## src/rtl/scanner_pkg.sv

```systemverilog
// Shared types and defaults for the memory dump scanner.
package scanner_pkg;

  // Scanner FSM encoding
  typedef enum logic [1:0] {
    ST_IDLE    = 2'd0,
    ST_ISSUE   = 2'd1,
    ST_WAIT    = 2'd2,
    ST_CAPTURE = 2'd3
  } scan_state_e;

  localparam int unsigned DB_CYCLES_DEF   = 1_000_000;
  localparam int unsigned AUTO_CYCLES_DEF = 50_000_000;
  localparam int unsigned WORD_STEP       = 4;

endpackage

```

## src/rtl/btn_debounce.sv

```systemverilog
// Push-button conditioner: 2-flop synchronizer, stability counter and
// one-cycle pulse on the debounced rising edge.
module btn_debounce #(
  parameter int unsigned DB_CYCLES = 4
) (
  input  logic clk,
  input  logic rst_n,
  input  logic btn_raw,
  output logic press
);

  localparam int unsigned CNT_W = (DB_CYCLES > 1) ? $clog2(DB_CYCLES) : 1;

  logic             sync1_q, sync1_d;
  logic             sync2_q, sync2_d;
  logic             stable_q, stable_d;
  logic [CNT_W-1:0] cnt_q, cnt_d;
  logic             press_q, press_d;

  // Flip the stable level once DB_CYCLES consecutive samples disagree with it
  always_comb begin
    sync1_d  = btn_raw;
    sync2_d  = sync1_q;
    stable_d = stable_q;
    cnt_d    = '0;
    if (sync2_q != stable_q) begin
      if (cnt_q == CNT_W'(DB_CYCLES - 1)) begin
        stable_d = sync2_q;
      end else begin
        cnt_d = cnt_q + CNT_W'(1);
      end
    end
    press_d = stable_d & ~stable_q;
  end

  // State registers with synchronous active-low reset
  always_ff @(posedge clk) begin
    if (!rst_n) begin
      sync1_q  <= 1'b0;
      sync2_q  <= 1'b0;
      stable_q <= 1'b0;
      cnt_q    <= '0;
      press_q  <= 1'b0;
    end else begin
      sync1_q  <= sync1_d;
      sync2_q  <= sync2_d;
      stable_q <= stable_d;
      cnt_q    <= cnt_d;
      press_q  <= press_d;
    end
  end

  assign press = press_q;

endmodule

```

## src/rtl/mem_dump_scanner.sv

```systemverilog
// Browses data memory through its auxiliary read port: steps the address
// by button or timer, waits out the read latency and captures the word.
module mem_dump_scanner
  import scanner_pkg::*;
#(
  parameter int unsigned ADDR_W      = 12,
  parameter int unsigned STEP        = WORD_STEP,
  parameter int unsigned RD_LAT      = 1,
  parameter int unsigned DB_CYCLES   = DB_CYCLES_DEF,
  parameter int unsigned AUTO_CYCLES = AUTO_CYCLES_DEF
) (
  input  logic              clk,
  input  logic              RST,
  input  logic              btn_next,
  input  logic              btn_prev,
  input  logic              auto_en,
  input  logic              freeze,
  output logic [ADDR_W-1:0] rd_addr,
  input  logic [31:0]       rd_data,
  output logic [31:0]       disp_data,
  output logic [ADDR_W-1:0] disp_addr,
  output logic              disp_valid,
  output logic              busy
);

  localparam int unsigned TMR_W = (AUTO_CYCLES > 1) ? $clog2(AUTO_CYCLES) : 1;

  scan_state_e       state_q, state_d;
  logic [ADDR_W-1:0] rd_addr_q, rd_addr_d;
  logic [31:0]       disp_data_q, disp_data_d;
  logic [ADDR_W-1:0] disp_addr_q, disp_addr_d;
  logic              disp_valid_q, disp_valid_d;
  logic              busy_q, busy_d;
  logic [1:0]        wait_cnt_q, wait_cnt_d;
  logic              pend_next_q, pend_next_d;
  logic              pend_prev_q, pend_prev_d;
  logic [TMR_W-1:0]  tmr_q, tmr_d;

  logic next_press, prev_press;
  logic auto_step_c, want_prev_c, want_next_c;

  btn_debounce #(.DB_CYCLES(DB_CYCLES)) u_db_next (
    .clk     (clk),
    .rst_n   (RST),
    .btn_raw (btn_next),
    .press   (next_press)
  );

  btn_debounce #(.DB_CYCLES(DB_CYCLES)) u_db_prev (
    .clk     (clk),
    .rst_n   (RST),
    .btn_raw (btn_prev),
    .press   (prev_press)
  );

  // Next-state logic: auto timer, step arbitration, read sequencing, pending presses
  always_comb begin
    state_d      = state_q;
    rd_addr_d    = rd_addr_q;
    disp_data_d  = disp_data_q;
    disp_addr_d  = disp_addr_q;
    disp_valid_d = disp_valid_q;
    busy_d       = busy_q;
    wait_cnt_d   = wait_cnt_q;
    pend_next_d  = pend_next_q;
    pend_prev_d  = pend_prev_q;
    tmr_d        = '0;
    auto_step_c  = 1'b0;
    want_prev_c  = prev_press | pend_prev_q;
    want_next_c  = next_press | pend_next_q;

    // Timer only runs while idle and unfrozen; elsewhere it sits at zero
    if (state_q == ST_IDLE && auto_en && !freeze) begin
      if (tmr_q == TMR_W'(AUTO_CYCLES - 1)) begin
        auto_step_c = 1'b1;
      end else begin
        tmr_d = tmr_q + TMR_W'(1);
      end
    end

    case (state_q)
      ST_IDLE: begin
        if (!freeze && (want_prev_c || want_next_c || auto_step_c)) begin
          if (want_prev_c) begin
            rd_addr_d = rd_addr_q - ADDR_W'(STEP);
          end else begin
            rd_addr_d = rd_addr_q + ADDR_W'(STEP);
          end
          disp_valid_d = 1'b0;
          pend_next_d  = 1'b0;
          pend_prev_d  = 1'b0;
          state_d      = ST_ISSUE;
        end
      end
      ST_ISSUE: begin
        busy_d     = 1'b1;
        wait_cnt_d = 2'(RD_LAT);
        state_d    = (RD_LAT == 0) ? ST_CAPTURE : ST_WAIT;
      end
      ST_WAIT: begin
        if (wait_cnt_q <= 2'd1) begin
          state_d = ST_CAPTURE;
        end else begin
          wait_cnt_d = wait_cnt_q - 2'd1;
        end
      end
      ST_CAPTURE: begin
        disp_data_d  = rd_data;
        disp_addr_d  = rd_addr_q;
        disp_valid_d = 1'b1;
        busy_d       = 1'b0;
        state_d      = ST_IDLE;
      end
      default: state_d = ST_IDLE;
    endcase

    // Presses during a read are remembered once; a simultaneous pair keeps prev only
    if (state_q != ST_IDLE) begin
      if (prev_press) begin
        pend_prev_d = 1'b1;
      end else if (next_press) begin
        pend_next_d = 1'b1;
      end
    end
  end

  // State registers; reset restarts with a read of address zero
  always_ff @(posedge clk) begin
    if (!RST) begin
      state_q      <= ST_ISSUE;
      rd_addr_q    <= '0;
      disp_data_q  <= '0;
      disp_addr_q  <= '0;
      disp_valid_q <= 1'b0;
      busy_q       <= 1'b0;
      wait_cnt_q   <= '0;
      pend_next_q  <= 1'b0;
      pend_prev_q  <= 1'b0;
      tmr_q        <= '0;
    end else begin
      state_q      <= state_d;
      rd_addr_q    <= rd_addr_d;
      disp_data_q  <= disp_data_d;
      disp_addr_q  <= disp_addr_d;
      disp_valid_q <= disp_valid_d;
      busy_q       <= busy_d;
      wait_cnt_q   <= wait_cnt_d;
      pend_next_q  <= pend_next_d;
      pend_prev_q  <= pend_prev_d;
      tmr_q        <= tmr_d;
    end
  end

  assign rd_addr    = rd_addr_q;
  assign disp_data  = disp_data_q;
  assign disp_addr  = disp_addr_q;
  assign disp_valid = disp_valid_q;
  assign busy       = busy_q;

endmodule

```

## config.mk

```make
export PLATFORM = sky130hd
export DESIGN_NAME = mem_dump_scanner
export DESIGN_NICKNAME = d
export VERILOG_FILES = /design/src/rtl/scanner_pkg.sv /design/src/rtl/btn_debounce.sv /design/src/rtl/mem_dump_scanner.sv
export SDC_FILE = /design/constraint.sdc
export NUM_CORES = 1
export LEC_CHECK = 0
export BUFFER_PORTS_ARGS = -buffer_cell sky130_fd_sc_hd__buf_4
export CAP_MARGIN = 20
export CORE_MARGIN = 8
export CORE_UTILIZATION = 50
export CTS_CLUSTER_DIAMETER = 30
export CTS_CLUSTER_SIZE = 14
export DETAILED_ROUTE_END_ITERATION = 10
export GPL_TIMING_DRIVEN = 0
export HOLD_SLACK_MARGIN = 0.02
export PLACE_DENSITY = 0.77
export RECOVER_POWER = 25
export SYNTH_ARGS = -nofsm -noshare
export SYNTH_HDL_FRONTEND = slang
export SYNTH_SLANG_ARGS = --single-unit
```

## constraint.sdc

```tcl
create_clock -name clk -period 6.69 [get_ports clk]
set_clock_uncertainty 0.15 [all_clocks]
set_input_delay 0.3345 -clock clk [delete_from_list [all_inputs] [get_ports clk]]
set_output_delay 0.3345 -clock clk [all_outputs]
set_load 0.01 [all_outputs]
```

==> impl_results.md <==
- GPL Wtd Cong: 0.841
- Reg area: 0.00268 sq mm
- R2R Path End: tmr_q[23]
- Part of the Yosys area used for sequential elements: about 46%
- Hold Crit Endpoint: disp_data[25]
- Area growth, synth to finish: 27.5%
- GR Overflow Total: 0
- Leakage: 2.77 nW
- Flop-to-flop setup slack: slightly below 4000 ps
- Vias in the first global route: 5017
- Minimum clock period after layout: 2840 ps
- Setup ws final: 3850 ps
- Port bufs: 90
- Number of vias per cell: 5.27
- Async set-reset flop share out of synthesis: 0%
- Post-place setup slack: 3880 ps
- Pre-Repair DR Iteration Count: 5
- Yosys cell types: between 40 and 50
- Max-slew violations: 0
- Synth Cell Area: between 0.005 and 0.006 sq mm
- GRT Util Overall: 19.3%
- Die area: 0.0153 sq mm
- Setup crit end kind: register
- CTS tree: done
- Share of post-route cells with drive strength above 1: 11.6%
- CTS resizes: 0
- Gate Count Post-Synth: 644
- Clk root buf: clkbuf_16
- Post-Layout Cell Count: 945
- Final wirelength: 14.5 mm
- Depth of the CTS H-tree: 4
- Most frequent cells in the layout: 148 x nor2_1, 134 x dfxtp_1, 59 x clkbuf_1, 53 x buf_4, 50 x mux2i_1
- FILL cells: approximately 900
- TritonCTS Sinks: 134
- CP max FO: 10
- Endpoints failing setup: 0
- Syn Area/Cell: 9.02 sq um
- Startpoint class of the critical path: register
- Setup_tns: 0 ps
- Die width: 124 um
- Final net count: approximately 850
- Placed cell count: 880
- Vias: about 5.0k
- Commonest non-fill, non-tap cell in the layout: nor2_1
- Final Hold Fails: 0
- Hold Path Depth: 3
- DRC Markers: 0
- DR WL/cell: 15.3 um
- CTS Buf Count: 17
- EDFF count, synth: 0
- Critical R2R Launch: tmr_q[0]
- WS Path Type: register to register
- Initial Utilization: about half
- Ranking of synthesized cells by area: dfxtp_1 46%, nor2_1 9.6%, mux2i_1 8.6%
- Largest net degree at the start of global routing: 17
- YS warnings: 0
- Tcrit/Tclk final: around 42%
- Worst Hold Launch: rd_data[25]
- Worst path required time: just under 7000 ps
- Hold/Removal Path Class: primary input to register
- Core area: between 0.01 and 0.015 sq mm
- Worst slew margin: 47.4%
- Worst-path clk slew: 60 ps
- # diodes: 0
- Top_reg_cell synth: dfxtp_1
- Finished Core Util: around two thirds
- Standard-cell row count: 39
- Final ANT Viol Nets: 0
- Area of the multi-input gates: 0.00294 sq mm
- First-pass GRT wire length: 23.3 mm
- RSZ-0062 raised after global routing: no
- Hpwl dp: 9.66 mm
- WP data arrival: 2980 ps
- Pwr Density: about 280 mW/mm^2
- Flops & latches, synth: 134
- Worst R2R Path Depth: 7
- DRT iter0 DRCs: 277
- Post-synth top area share: 46.2%
- Worst Max-Slew Pin Slew: 788 ps
- IO Count: 96
- Worst vdd ir: 320 uV
- Max-cap violation count: 0
- Worst-Skew Late Latency: 420 ps
- Die H: 124 um
- Leading area contributor after synthesis: dfxtp_1
- Antenna violations before repair: 0
- Status: completed
- Clock buffer depth: 2
- Highest clock rate: 352 MHz
## timing repair
| action | in CTS | in global routing |
|---|---|---|
| hold buffers | 33 | 0 |
| endpoints found under the hold margin | 33 | 0 |
| setup buffers | 0 | 0 |
## report_power, final
part / leakage [nW] / internal [W] / switching, W
logic: 1.42 / 0.000152 / 0.000192
clock network: 0.259 / 0.000512 / 0.000359
registers: 1.08 / 0.000851 / 0.0000349
## cells by family after synthesis
group	Yosys count	share of synthesized area, %
fa+ha+maj	18	4.01
flops	134	46.2
other cells	1	0.0646
mux	51	8.81
simple gates	296	23.9
xor+xnor	68	10.3
buf+inv	45	3.43
compound gates	31	3.32
## flip-flops by register name (all words and copies together) (netlist names), 2 cells and up
signal           count
tmr_q               26
state_q              2
u_db_next.cnt_q     20
disp_addr           10
disp_data           32
u_db_prev.cnt_q     20
wait_cnt_q           2
rd_addr             10
## final cells by class
| type | count | area share, % |
|---|---|---|
| Multi-Input combinational cell | 468 | 39.7 |
| Sequential cell | 134 | 36.2 |
| Timing Repair Buffer | 123 | 11.5 |
| Clock buffer | 18 | 5.80 |
| Tap cell | 143 | 2.42 |
| Clock inverter | 14 | 1.76 |
| Buffer | 27 | 1.67 |
| Inverter | 18 | 0.913 |
## cell usage after synthesis, drive strengths merged, types with 4 or more instances
| library cell | count |
|---|---|
| and4 | 7 |
| nand4 | 12 |
| buf | 11 |
| ha | 17 |
| mux2i | 50 |
| nand2b | 4 |
| and3 | 12 |
| a211oi | 4 |
| a21oi | 10 |
| xnor2 | 33 |
| inv | 18 |
| clkbuf | 16 |
| nand2 | 31 |
| dfxtp | 134 |
| xor2 | 35 |
| and2 | 8 |
| nand3 | 36 |
| nor3 | 14 |
| o21ai | 9 |
| nor2 | 148 |
| nor4 | 4 |
## how the worst max path moves through the flow
stage,to,start,slack [ps]
finish,tmr_q[23],tmr_q[0],3850
global route,tmr_q[18],tmr_q[0],3590
CTS,tmr_q[23],tmr_q[0],3860
detailed placement,tmr_q[16],tmr_q[0],3880
global placement,tmr_q[15],tmr_q[0],4000
floorplan,rd_addr[11],pend_prev_q,4450
## metrics by stage
stage	instance area, sq um	power [W]	hold slack, ps
2_1_floorplan	5820	0.00111	262
4_1_cts	7560	0.00214	25.8
6_report	7400	0.00210	45.2
3_3_place_gp	6670	0.00123	266
3_5_place_dp	6670	0.00125	273
5_1_grt	7400	0.00218	50.6
## worst max-delay path, stage by stage, from the launching register on
cell and delay, ps:
dfxtp_1 370, ha_1 200, nand3_1 170, nor3_1 670
nand2_1 110, o21ai_1 490, clkbuf_1 440, nor2_1 110
## routing by layer
metal  part of all wire, %  GRT usage (%)  routed length, um  up-vias
met2                    53           35.3               7660      129
met1                    40           20.1               5730     2372
met3                   4.6           5.39                663       32
met4                   2.9           8.95                427        0
met5                     0              0                  0        -
li1                      -              -                  -     2448
No activity file was read; power rests on OpenSTA's default activity.
